===== config.mk =====
export PLATFORM = sky130hd
export DESIGN_NAME = lfsr_range_rng
export DESIGN_NICKNAME = d
export VERILOG_FILES = /design/src/rtl/lfsr_range_rng.sv
export SDC_FILE = /design/constraint.sdc
export NUM_CORES = 1
export LEC_CHECK = 0
export CORE_MARGIN = 10
export CORE_UTILIZATION = 30
export CTS_BUF_LIST = sky130_fd_sc_hd__clkbuf_16
export CTS_CLUSTER_DIAMETER = 100
export DETAILED_ROUTE_END_ITERATION = 16
export GPL_TIMING_DRIVEN = 0
export SLEW_MARGIN = 20
export SYNTH_ARGS = -nofsm -noshare
export SYNTH_HDL_FRONTEND = slang
export SYNTH_SLANG_ARGS = --single-unit

===== constraint.sdc =====
create_clock -name clk_i -period 3.85 [get_ports clk_i]
set_input_delay 0.77 -clock clk_i [delete_from_list [all_inputs] [get_ports clk_i]]
set_output_delay 0.77 -clock clk_i [all_outputs]
set_load 0.01 [all_outputs]

===== src/rtl/lfsr_range_rng.sv =====
// Fibonacci LFSR with seed load and lock-up recovery, plus a req/ack port that
// returns an unbiased index in [0, RANGE-1] by bounded rejection sampling.
//
// state  | meaning
// IDLE   | waiting for req; LFSR steps only with step_en
// SEARCH | evaluating one candidate per cycle; LFSR steps every cycle
// DONE   | result held on value_o/fallback_o until ack
module lfsr_range_rng #(
  parameter int unsigned      WIDTH      = 4,
  parameter logic [WIDTH-1:0] TAPS       = 4'b1100,
  parameter logic [WIDTH-1:0] RESET_SEED = {{(WIDTH-1){1'b0}}, 1'b1},
  parameter int unsigned      RANGE      = 6,
  parameter int unsigned      MAX_TRIES  = 4,
  localparam int unsigned     IDX_W      = $clog2(RANGE),
  localparam int unsigned     TRY_W      = $clog2(MAX_TRIES + 1)
) (
  input  logic             clk_i,
  input  logic             rst_i,
  input  logic             load_i,
  input  logic [WIDTH-1:0] seed_i,
  input  logic             step_en_i,
  input  logic             req_i,
  input  logic             ack_i,
  output logic             valid_o,
  output logic [IDX_W-1:0] value_o,
  output logic             fallback_o,
  output logic             busy_o,
  output logic [WIDTH-1:0] state_q_o
);

  typedef enum logic [1:0] {
    S_IDLE   = 2'd0,
    S_SEARCH = 2'd1,
    S_DONE   = 2'd2
  } fsm_e;

  fsm_e             fsm_q;
  logic [WIDTH-1:0] state_q;
  logic [WIDTH-1:0] step_d;
  logic [WIDTH-1:0] load_d;
  logic [TRY_W-1:0] tries_q;
  logic [IDX_W-1:0] value_q;
  logic             fallback_q;

  logic             fb;
  logic [IDX_W-1:0] cand;
  logic [IDX_W-1:0] range_lo;
  logic [IDX_W-1:0] wrap;
  logic             cand_ok;
  logic             last_try;

  // An all-zero state would lock the LFSR, so it restarts from RESET_SEED.
  always_comb begin
    fb = ^(state_q & TAPS);
    if (state_q == '0) begin
      step_d = RESET_SEED;
    end else begin
      step_d = {state_q[WIDTH-2:0], fb};
    end
  end

  assign load_d = (seed_i == '0) ? RESET_SEED : seed_i;

  // cand < 2*RANGE, so subtracting RANGE modulo 2^IDX_W always lands in range.
  assign cand     = state_q[IDX_W-1:0];
  assign cand_ok  = (32'(cand) < RANGE);
  assign range_lo = IDX_W'(RANGE);
  assign wrap     = cand - range_lo;
  assign last_try = (tries_q == TRY_W'(MAX_TRIES - 1));

  always_ff @(posedge clk_i or posedge rst_i) begin
    if (rst_i) begin
      fsm_q      <= S_IDLE;
      state_q    <= RESET_SEED;
      tries_q    <= '0;
      value_q    <= '0;
      fallback_q <= 1'b0;
    end else if (load_i) begin
      fsm_q      <= S_IDLE;
      state_q    <= load_d;
      tries_q    <= '0;
      fallback_q <= 1'b0;
    end else begin
      case (fsm_q)
        S_IDLE: begin
          if (step_en_i) begin
            state_q <= step_d;
          end
          if (req_i) begin
            fsm_q   <= S_SEARCH;
            tries_q <= '0;
          end
        end
        S_SEARCH: begin
          state_q <= step_d;
          if (cand_ok) begin
            value_q    <= cand;
            fallback_q <= 1'b0;
            fsm_q      <= S_DONE;
          end else if (last_try) begin
            value_q    <= wrap;
            fallback_q <= 1'b1;
            fsm_q      <= S_DONE;
          end else begin
            tries_q <= tries_q + TRY_W'(1);
          end
        end
        S_DONE: begin
          if (step_en_i) begin
            state_q <= step_d;
          end
          if (ack_i) begin
            fsm_q <= S_IDLE;
          end
        end
        default: begin
          fsm_q <= S_IDLE;
        end
      endcase
    end
  end

  assign valid_o    = (fsm_q == S_DONE);
  assign busy_o     = (fsm_q == S_SEARCH);
  assign value_o    = value_q;
  assign fallback_o = fallback_q;
  assign state_q_o  = state_q;

endmodule


After elaboration in Yosys (flattened, before gate mapping)
Index checks and enable logic that the tools add are counted.
{"block": "word_totals", "regBits": 13, "in_bits": 10, "output_inout_bits": 10, "word_cells": 55}
{"block": "op_classes", "n_addsub": 2, "order_cmp": 1, "eq_ne": 9, "mux": 22, "n_bitwise": 1, "n_reduce_logical": 15}
{"operator": "2-to-1 mux 3 bit", "n": 6}
{"operator": "2-to-1 mux 4 bit", "n": 4}
{"operator": "inequality test 3 bit, second input constant", "n": 4}
{"operator": "2-to-1 mux 2 bit", "n": 5}
{"operator": "nonzero test 3 bit", "n": 3}
{"operator": "zero test 4 bit", "n": 2}
{"operator": "one-hot mux 4 bit (2 select lines)", "n": 1}
{"operator": "one-hot mux 2 bit (3 select lines)", "n": 1}
{"operator": "one-hot mux 3 bit (2 select lines)", "n": 1}
{"operator": "AND reduction 3 bit", "n": 2}
{"operator": "2-to-1 mux 1 bit", "n": 4}
{"operator": "inequality test 4 x 2 -> 1 bit, second input constant", "n": 1}
{"operator": "AND reduction 2 bit", "n": 2}
{"operator": "AND reduction 4 bit", "n": 1}
{"operator": "nonzero test 2 bit", "n": 2}
{"operator": "XOR reduction 4 bit", "n": 1}
{"operator": "adder 3 x 1 -> 3 bit, second input constant", "n": 1}
{"operator": "== test 3 x 2 -> 1 bit, second input constant", "n": 1}
{"operator": "< comparator 3 bit, second input constant", "n": 1}
{"operator": "inequality test 3 x 1 -> 1 bit, second input constant", "n": 1}
{"operator": "subtractor 3 bit, second input constant", "n": 1}
{"operator": "== test 2 x 1 -> 1 bit, second input constant", "n": 1}
{"operator": "== test 2 bit, second input constant", "n": 1}
{"operator": "zero test 2 bit", "n": 1}
{"operator": "2 further kinds", "n": 2}

Depth between registers and ports, before layout
Gate-level depths: netlist of run 1.
{"block": "logic_depth", "word_depth": 5, "ltp_mapped": 5, "ltp_nobuf": 5}

Worst setup path after synthesis of run 1
OpenSTA, ideal clock, no wires.
{"block": "synth_path", "path_type": "input to register", "from": "input step_en_i", "to": "register state_q[1], in the netlist state_q_o[1]", "setup_ns": 0.125, "t_arrival_ns": 1.492, "slack_ns": 2.233, "cell_stages": 3, "path_buffers": 0, "cell_sequence": "and2b_2 > nor3_4 > mux2_4"}
{"block": "synth_via", "elab_chain_len": 2}
{"element": "start, declared", "line_no": "21", "text": "input logic step_en_i,"}
{"element": "inequality test 3 x 1 -> 1 bit (no source line)"}
{"element": "AND reduction 2 bit (no source line)"}
{"element": "end signal, assigned", "line_no": "80", "text": "state_q <= load_d;"}
{"element": "end signal, assigned", "line_no": "87", "text": "state_q <= step_d;"}
{"element": "end signal, assigned", "line_no": "95", "text": "state_q <= step_d;"}
{"element": "end, declared", "line_no": "38", "text": "logic [WIDTH-1:0] state_q;"}
No other way between the ends.
A chain may end at the register's enable or synchronous reset.

Worst setup path after layout of run 1
{"block": "layout_path", "from": "register fsm_q[0]", "to": "output busy_o"}
{"block": "layout_via", "elab_chain_len": 1}
{"element": "start, declared", "line_no": "37", "text": "fsm_e fsm_q;"}
{"element": "start signal, assigned", "line_no": "73", "text": "fsm_q <= S_IDLE;"}
{"element": "start signal, assigned", "line_no": "79", "text": "fsm_q <= S_IDLE;"}
{"element": "start signal, assigned", "line_no": "90", "text": "fsm_q <= S_SEARCH;"}
{"element": "== test 2 x 1 -> 1 bit", "line_no": "124", "text": "assign busy_o = (fsm_q == S_SEARCH);"}
{"element": "end, declared", "line_no": "27", "text": "output logic busy_o,"}
No other way between the ends.

==> results of run 1 <==
==> area by class of cell <==
class | instances | area, um2 | area share (%)
multi-input combinational | 44 | 355 | 34.3
sequential | 13 | 327 | 31.5
buffer | 3 | 21.3 | 2.05
clock inverter | 1 | 3.75 | 0.362
clock buffer | 3 | 75.1 | 7.24
inverter | 8 | 30.0 | 2.90
tap | 28 | 35.0 | 3.38
timing repair buffer | 19 | 190 | 18.3
==> registers in the layout, indices dropped and copies added (netlist names) <==
signal / flops
value_o: 3
fallback_o: 1
state_q_o: 4
tries_q: 3
fsm_q: 2
==> critical path: stages (launching register included) <==
cell and delay (ns):
dfrtp_1 0.41, nor2b_1 0.18, buf_6 0.15, clkdlybuf4s50_1 0.54
==> kinds of logic after synthesis <==
logic type,Yosys count,share of synthesized area [%]
compound gates,16,16.6
simple gates,19,17.2
buf+inv,11,7.00
flops,13,44.5
mux,6,9.56
fa+ha+maj,3,5.12
==> metrics by stage <==
stage	area [um2]	total power [mW]	instances	util (%)	setup WS, ns
final	1040	0.521	119	45.6	1.57
after global routing	1040	0.554	119	45.6	1.45
after CTS	1040	0.531	119	45.6	1.56
after detailed placement	958	0.334	115	42.1	1.61
after global placement	958	0.331	115	42.1	1.63
after floorplan	733	0.260	68	-	2.23
==> layout by cell type (no fill, tap or decap), drive strengths merged <==
| master | n |
|---|---|
| a32o | 1 |
| nor3b | 2 |
| o31ai | 2 |
| a211oi | 2 |
| nor3 | 3 |
| o21a | 1 |
| inv | 9 |
| a21oi | 1 |
| o22ai | 2 |
| and2 | 1 |
| nor2 | 2 |
| mux2 | 2 |
| or3b | 1 |
| dfrtp | 12 |
| mux2i | 4 |
| o21ai | 2 |
| ha | 3 |
| dfstp | 1 |
| a22o | 4 |
| clkbuf | 3 |
| clkdlybuf4s50 | 19 |
| nand2 | 3 |
| nor2b | 3 |
| o32ai | 1 |
| buf | 3 |
| and2b | 2 |
| nand2b | 1 |
| and3b | 1 |
==> power by group <==
group | leakage, nW | switching (mW) | total (mW) | internal [mW]
logic | 0.267 | 0.0610 | 0.145 | 0.0837
clock network | 0.0423 | 0.0550 | 0.192 | 0.137
registers | 0.160 | 0.0224 | 0.184 | 0.162
total | 0.469 | 0.138 | 0.521 | 0.382
==> layer usage <==
metal  GRT usage, %  vias up  part of all wire (%)
met5              0        -                     0
met4           2.66        0                  0.48
met3           4.28        2                   8.4
met2           11.6       12                    47
met1           8.10      268                    44
li1               -      287                     -
==> final timing paths <==
kind / startpoint / cells after the start / slack [ns] / to
worst max-delay path: fsm_q[0] / 3 / 1.57 / busy_o
worst min-delay path: tries_q[1] / 1 / 0.51 / tries_q[1]
worst max register to register: tries_q[0] / 5 / 2.16 / tries_q[2]
worst min register to register: tries_q[1] / 1 / 0.51 / tries_q[1]
max in group asynchronous: rst_i / 2 / 2.64 / state_q_o[0]
min in group asynchronous: rst_i / 2 / 0.86 / tries_q[2]
==> metrics.csv, run 1 <==
stage,metric,value,unit
die,Die Area,4820,um2
route,total wire length,1670,um
die,Initial Utilization,32.2,%
synthesis,YS warnings,0,
sta,WHS,0.511,ns
sta,setup TNS,0,ns
synthesis,Async SR Flop Fraction,100,%
placed_design,Port Buffers,19,
power_and_ir_drop,Leak,0.469,nW
grt,initial antenna violation count,0,
critical_path,arrival time worst endpoint,1.51,ns
route,DR pass1 iterations,3,
sta,Finish-stage setup viols,0,
die,Die W,69.4,um
cells_and_area,nets,105,
synthesis,register area share after synthesis,44.5,%
cells_and_area,# diodes,0,
cts,CTS Buffer Depth,2,
route,vias per cell,4.78,
route,drt drc,0,
sta,RSZ-0062 raised after global routing,false,
grt,GR Overflow Total,0,
route,DR vias,569,
cts,worst-skew pair later-pin latency,0.24,ns
cts,clock sinks,13,
synthesis,top cell type's share of synthesized area,41.0,%
cells_and_area,Layout area overhead,41.5,%
critical_path,Worst Setup Start Kind,register,
die,row count,17,
power_and_ir_drop,Worst IR Drop VDD,0.000306,V
cts,H-tree depth,1,
placed_design,HPWL after DPL,1360,um
critical_path,critical path capture point type,output port,
cts,Post-CTS Hold Fix Bufs,0,
critical_path,CP required,3.08,ns
cts,TritonCTS clock tree,yes,
synthesis,"Net Count, Synth",81,
cts,clock transition at the registers of the reported paths,0.05,ns
die,I/O pin count,20,
sta,Slew Limit Fails,0,
die,core area,2280,um2
die,die height,69.4,um
cts,total CTS buffers,3,
sta,Final min period,2.28,ns
critical_path,critical path class,reg -> out,
grt,GRT Total Usage,7.41,%
synthesis,"EDFF count, synth",0,
sta,fmax,0.438,GHz
cts,clk root buf,clkbuf_16,
synthesis,Most used DFF post-synth,dfrtp_1,
cts,Setup Buffers After CTS,0,
critical_path,Critical Path Fanout Max,7,
cells_and_area,Filler cells,224,
synthesis,Yosys reg bits,13,
job,# Max-Cap Violations,0,
sta,period utilisation layout,59.3,%
synthesis,largest cells by area after synthesis,"dfrtp_1, mux2i_1, ha_1, inv_1, mux2_4",
synthesis,Gate Count Post-Synth,68,
power_and_ir_drop,Pwr Density,502,nW/um2
route,initial DRC count,18,
cells_and_area,layout cells sized above 1,15.4,%
route,Final ANT Viol Nets,0,
synthesis,Yosys cell types,29,
grt,pin count of the biggest net entering global routing,14,
synthesis,"Avg Cell Area, Syn",10.8,um2
synthesis,post-synthesis cell area,733,um2
hold_path,worst min path class,reg -> reg,
grt,vias in the first global route,613,
synthesis,Synth top cells by count,"dfrtp_1, inv_1, mux2i_1",
sta,slew margin rel.,66.8,%
synthesis,"area leader, netlist",dfrtp_1,
sta,measured slew at the worst slew-check pin,0.497,ns
synthesis,most frequent cell after synthesis,dfrtp_1,
cts,Post-CTS Resized,0,
sta,endpoints failing hold,0,
route,WL/cell,14.0,um
grt,first-pass GRT wire length,2990,um
placed_design,Placer Congestion,0.679,
sta,Layout Skew,0.00387,ns
outcome,outcome,completed,
(Power assumes the default switching activity.)
==> run 2, diff against run 1 <==
- clock period: 3.85 -> 2 ns (I/O delays scaled with it)
==> metrics.csv, run 2 (synthesis gave the netlist of run 1 again) <==
stage,metric,value,unit
outcome,outcome,completed,
cts,clock sinks,13,
route,WL/cell,14.1,um
hold_path,worst min path class,in -> async,
sta,Finish-stage setup viols,0,
cells_and_area,nets,105,
die,die height,69.4,um
placed_design,Placer Congestion,0.679,
cts,clk root buf,clkbuf_16,
grt,vias in the first global route,613,
grt,GRT met3 Usage,4.28,%
cts,total CTS buffers,3,
cells_and_area,"commonest non-fill, non-tap cell in the layout",clkdlybuf4s50_1,
cts,CTS Buffer Depth,2,
cells_and_area,# diodes,0,
route,drt drc,0,
critical_path,Critical Path Source,fsm_q[1],
route,DR pass1 iterations,4,
grt,pin count of the biggest net entering global routing,14,
cells_and_area,layout cells sized above 1,16.5,%
critical_path,r2r setup slk,0.31,ns
sta,Final min period,1.89,ns
sta,RSZ-0062 raised after global routing,false,
grt,M2 GR Usage,11.6,%
critical_path,arrival time worst endpoint,1.49,ns
sta,measured slew at the worst slew-check pin,0.497,ns
critical_path,Worst Setup Start Kind,register,
sta,period utilisation layout,94.5,%
cts,H-tree depth,1,
cts,Post-CTS Hold Fix Bufs,0,
sta,fmax,0.529,GHz
grt,first-pass GRT wire length,2990,um
cells_and_area,"commonest non-fill, non-tap cells in the layout","clkdlybuf4s50_1, dfrtp_1, inv_1",
critical_path,Critical Path Fanout Max,7,
grt,GRT Total Usage,7.41,%
critical_path,worst r2r path cells,5,
power_and_ir_drop,Worst IR Drop VDD,0.000594,V
critical_path,worst setup path end,busy_o,
power_and_ir_drop,Leak,0.467,nW
sta,endpoints failing hold,0,
cells_and_area,Sequential Area,328,um2
die,Die Area,4820,um2
sta,Layout Skew,0.00369,ns
sta,setup TNS,0,ns
cells_and_area,Filler cells,225,
grt,initial antenna violation count,0,
critical_path,Worst R2R End,tries_q[2],
grt,met1 GRT Util,8.10,%
sta,Slew Limit Fails,0,
grt,gr busiest metal,met2,
die,Initial Utilization,32.2,%
grt,GR Overflow Total,0,
placed_design,HPWL after DPL,1360,um
placed_design,Port Buffers,19,
cts,clock transition at the registers of the reported paths,0.05,ns
route,Final ANT Viol Nets,0,
route,total wire length,1680,um
job,# Max-Cap Violations,0,
cells_and_area,footprint of the multi-input gates,355,um2
route,DR vias,571,
power_and_ir_drop,Pwr Density,967,nW/um2
cts,worst-skew pair later-pin latency,0.24,ns
route,vias per cell,4.80,
critical_path,critical path class,reg -> out,
cells_and_area,Layout area overhead,41.6,%
die,row count,17,
sta,slew margin rel.,66.8,%
die,Die W,69.4,um
route,initial DRC count,17,
critical_path,worst reg2reg startpoint,tries_q[0],
critical_path,critical path capture point type,output port,
power_and_ir_drop,Power Total,1.00,mW
die,core area,2280,um2
cts,TritonCTS clock tree,yes,
cells_and_area,max reg flops,4,
critical_path,CP required,1.60,ns
die,I/O pin count,20,
cts,Setup Buffers After CTS,0,
[run 2: cell counts in the layout (fill, tap and decap cells not counted)]
Identical to the previous run, type by type.
[run 2: what timing repair did]
item,CTS,global route
endpoints found under the setup margin,0,1
hold endpoints to repair,0,0
resized for setup,0,1
[run 2: power by group]
| part | internal (mW) | switching (mW) |
|---|---|---|
| Sequential | 0.312 | 0.0434 |
| Combinational | 0.161 | 0.118 |
| Clock | 0.263 | 0.107 |
| Total | 0.736 | 0.268 |
[run 2: cell type report]
| class | count | share of cell area (%) |
|---|---|---|
| Multi-Input combinational cell | 44 | 34.2 |
| Sequential cell | 13 | 31.6 |
| Timing Repair Buffer | 19 | 18.3 |
| Clock buffer | 3 | 7.23 |
| Tap cell | 28 | 3.37 |
| Inverter | 8 | 2.89 |
| Buffer | 3 | 2.05 |
| Clock inverter | 1 | 0.361 |
[run 2: critical path: stages, from the launching register on]
cell and delay [ns]:
dfrtp_1 0.41, nor2b_1 0.15, buf_6 0.15, clkdlybuf4s50_1 0.54
[run 2: worst min-delay path by stage]
| stage | start | to | slack, ns | cells after the start |
|---|---|---|---|---|
| floorplan | rst_i | fallback_o | 0.28 | 1 |
| global placement | tries_q[1] | tries_q[1] | 0.48 | 1 |
| detailed placement | tries_q[1] | tries_q[1] | 0.51 | 1 |
| CTS | rst_i | tries_q[2] | 0.52 | 2 |
| global route | fsm_q[1] | fsm_q[0] | 0.54 | 1 |
| finish | rst_i | tries_q[2] | 0.49 | 2 |
[run 2: per-layer routing]
metal	wire length, um	up-vias
met5	0	-
met3	157	2
met2	783	15
met4	8	0
li1	-	287
met1	730	267
[run 2: metrics by stage]
| stage | utilization [%] | area, um2 | std cells | hold WS [ns] | setup slack [ns] |
|---|---|---|---|---|---|
| floorplan | - | 733 | 68 | 0.276 | 0.488 |
| global placement | 42.1 | 958 | 115 | 0.481 | 0.150 |
| detailed placement | 42.1 | 958 | 115 | 0.505 | 0.135 |
| CTS | 45.6 | 1040 | 119 | 0.516 | 0.0768 |
| global route | 45.6 | 1040 | 119 | 0.537 | 0.0105 |
| finish | 45.6 | 1040 | 119 | 0.489 | 0.110 |
==> run 3, diff against run 2 <==
- CORE_UTILIZATION: 30 -> 35
- REMOVE_ABC_BUFFERS: default -> 1
==> metrics.csv, run 3 (synthesis gave the netlist of run 1 again) <==
stage,metric,value,unit
outcome,outcome,completed,
critical_path,Critical Path Source,fsm_q[0],
die,I/O pin count,20,
cts,TritonCTS clock tree,yes,
route,total wire length,1630,um
placed_design,Port Buffers,19,
critical_path,CP top delay family,buffers and inverters,
critical_path,worst setup path end,busy_o,
placed_design,Setup WS pre-CTS,-0.107,ns
cts,H-tree depth,1,
placed_design,HPWL after DPL,1260,um
job,# Max-Cap Violations,0,
sta,Slew Limit Fails,0,
grt,pin count of the biggest net entering global routing,16,
cts,clock transition at the registers of the reported paths,0.04,ns
cells_and_area,Layout area overhead,39.4,%
sta,Finish-stage setup viols,0,
power_and_ir_drop,Worst IR Drop VDD,0.00104,V
cts,worst-skew pair later-pin latency,0.24,ns
grt,GR Overflow Total,0,
sta,period utilisation layout,95.5,%
grt,GRT Total Usage,7.98,%
sta,setup TNS,0,ns
placed_design,Placer Congestion,0.723,
critical_path,CP required,1.60,ns
sta,fmax,0.523,GHz
cells_and_area,"commonest non-fill, non-tap cell in the layout",clkdlybuf4s50_1,
placed_design,Placed Instances,111,
cts,CTS Buffer Depth,2,
power_and_ir_drop,P_int,731,uW
cells_and_area,utilization after layout,51.6,%
power_and_ir_drop,Pwr Density,971,nW/um2
hold_path,worst min path class,in -> async,
critical_path,critical path class,reg -> out,
critical_path,CP Depth,2,
critical_path,Worst Setup Start Kind,register,
power_and_ir_drop,Clk network pwr share,36.6,%
sta,Final min period,1.91,ns
power_and_ir_drop,Power Total,992,uW
critical_path,r2r setup slk,0.28,ns
cts,clk root buf,clkbuf_16,
grt,initial antenna violation count,0,
cells_and_area,filler-free cell count of the finished design,115,
route,initial DRC count,20,
critical_path,Critical Path Fanout Max,7,
route,WL/cell,14.1,um
sta,fin worst setup slack,0.0895,ns
cts,Post-CTS Hold Fix Bufs,0,
die,Initial Utilization,37.0,%
grt,vias in the first global route,568,
sta,slew margin rel.,61.6,%
critical_path,CP max-delay cell,clkdlybuf4s50_1,
critical_path,critical path capture point type,output port,
sta,Layout Skew,0.000427,ns
sta,WHS,0.493,ns
critical_path,Worst R2R End,tries_q[2],
die,core area,1980,um2
critical_path,worst r2r path cells,5,
power_and_ir_drop,Logic pwr share,27.5,%
sta,RSZ-0062 raised after global routing,false,
cells_and_area,layout cells sized above 1,13.6,%
power_and_ir_drop,Leak,0.459,nW
critical_path,"Buf+Inv Stages, Crit Path",1,
route,vias per cell,4.82,
cts,clock sinks,13,
cells_and_area,"commonest non-fill, non-tap cells in the layout","clkdlybuf4s50_1, dfrtp_1, inv_1",
route,DR vias,554,
die,row count,16,
cells_and_area,Filler cells,184,
die,Die Area,4330,um2
route,DR pass1 iterations,4,
grt,first-pass GRT wire length,2680,um
power_and_ir_drop,sw power,262,uW
critical_path,cells along the critical path,nor2b_4 > clkdlybuf4s50_1,
cells_and_area,nets,102,
critical_path,Worst path max stage delay,0.59,ns
critical_path,arrival time worst endpoint,1.51,ns
die,Die W,65.8,um
route,drt drc,0,
cts,total CTS buffers,3,
power_and_ir_drop,register share of total power,35.9,%
placed_design,DP Area,936,um2
cells_and_area,max reg flops,4,
critical_path,worst reg2reg startpoint,tries_q[0],
power_and_ir_drop,switching share of power,26.4,%
cells_and_area,Finished Cell Area,1020,um2
sta,measured slew at the worst slew-check pin,0.575,ns
sta,endpoints failing hold,0,
die,die height,65.8,um
cells_and_area,# diodes,0,
route,Final ANT Viol Nets,0,
[run 3: cell types whose count changed in the layout (fill, tap and decap cells not counted), sizes merged]
cell  before  now
buf        3    0
[run 3: area by class of cell]
class | instances | area, um2 | share of cell area (%)
Inverter | 8 | 30.0 | 2.94
Multi-Input combinational cell | 44 | 363 | 35.5
Tap cell | 27 | 33.8 | 3.30
Clock buffer | 3 | 75.1 | 7.34
Timing Repair Buffer | 19 | 190 | 18.6
Clock inverter | 1 | 3.75 | 0.367
Sequential cell | 13 | 327 | 31.9
[run 3: worst reg2reg max path: stages (launching register included)]
cell	delay [ns]
dfrtp_1	0.37
ha_1	0.16
ha_1	0.20
and3b_1	0.27
a211oi_1	0.44
a22o_1	0.22
[run 3: per-layer routing]
metal  track usage (%)  routed length [um]  up-vias
met3              2.88                 100        2
met5                 0                   0        -
met4              3.21                  29        0
li1                  -                   -      283
met2              12.4                 741       19
met1              9.67                 754      250
[run 3: worst min-delay path by stage]
stage | startpoint | to
final | rst_i | value_o[1]
after global routing | tries_q[1] | tries_q[1]
after CTS | tries_q[1] | tries_q[1]
after detailed placement | tries_q[1] | tries_q[1]
after global placement | tries_q[1] | tries_q[1]
after floorplan | rst_i | fallback_o
[run 3: power by group through the flow]
stage               combinational, mW  sequential (mW)  clock (mW)
finish                          0.273            0.357       0.363
global route                    0.296            0.364       0.388
detailed placement              0.271            0.360           0
global placement                0.271            0.357           0
floorplan                       0.123            0.368           0
CTS                             0.277            0.358       0.374
[run 3: timing repair]
item / 4_1_cts / 5_1_grt
resized for setup: 2 / 0
endpoints found under the setup margin: 1 / 0
buffers inserted: 0 / 0
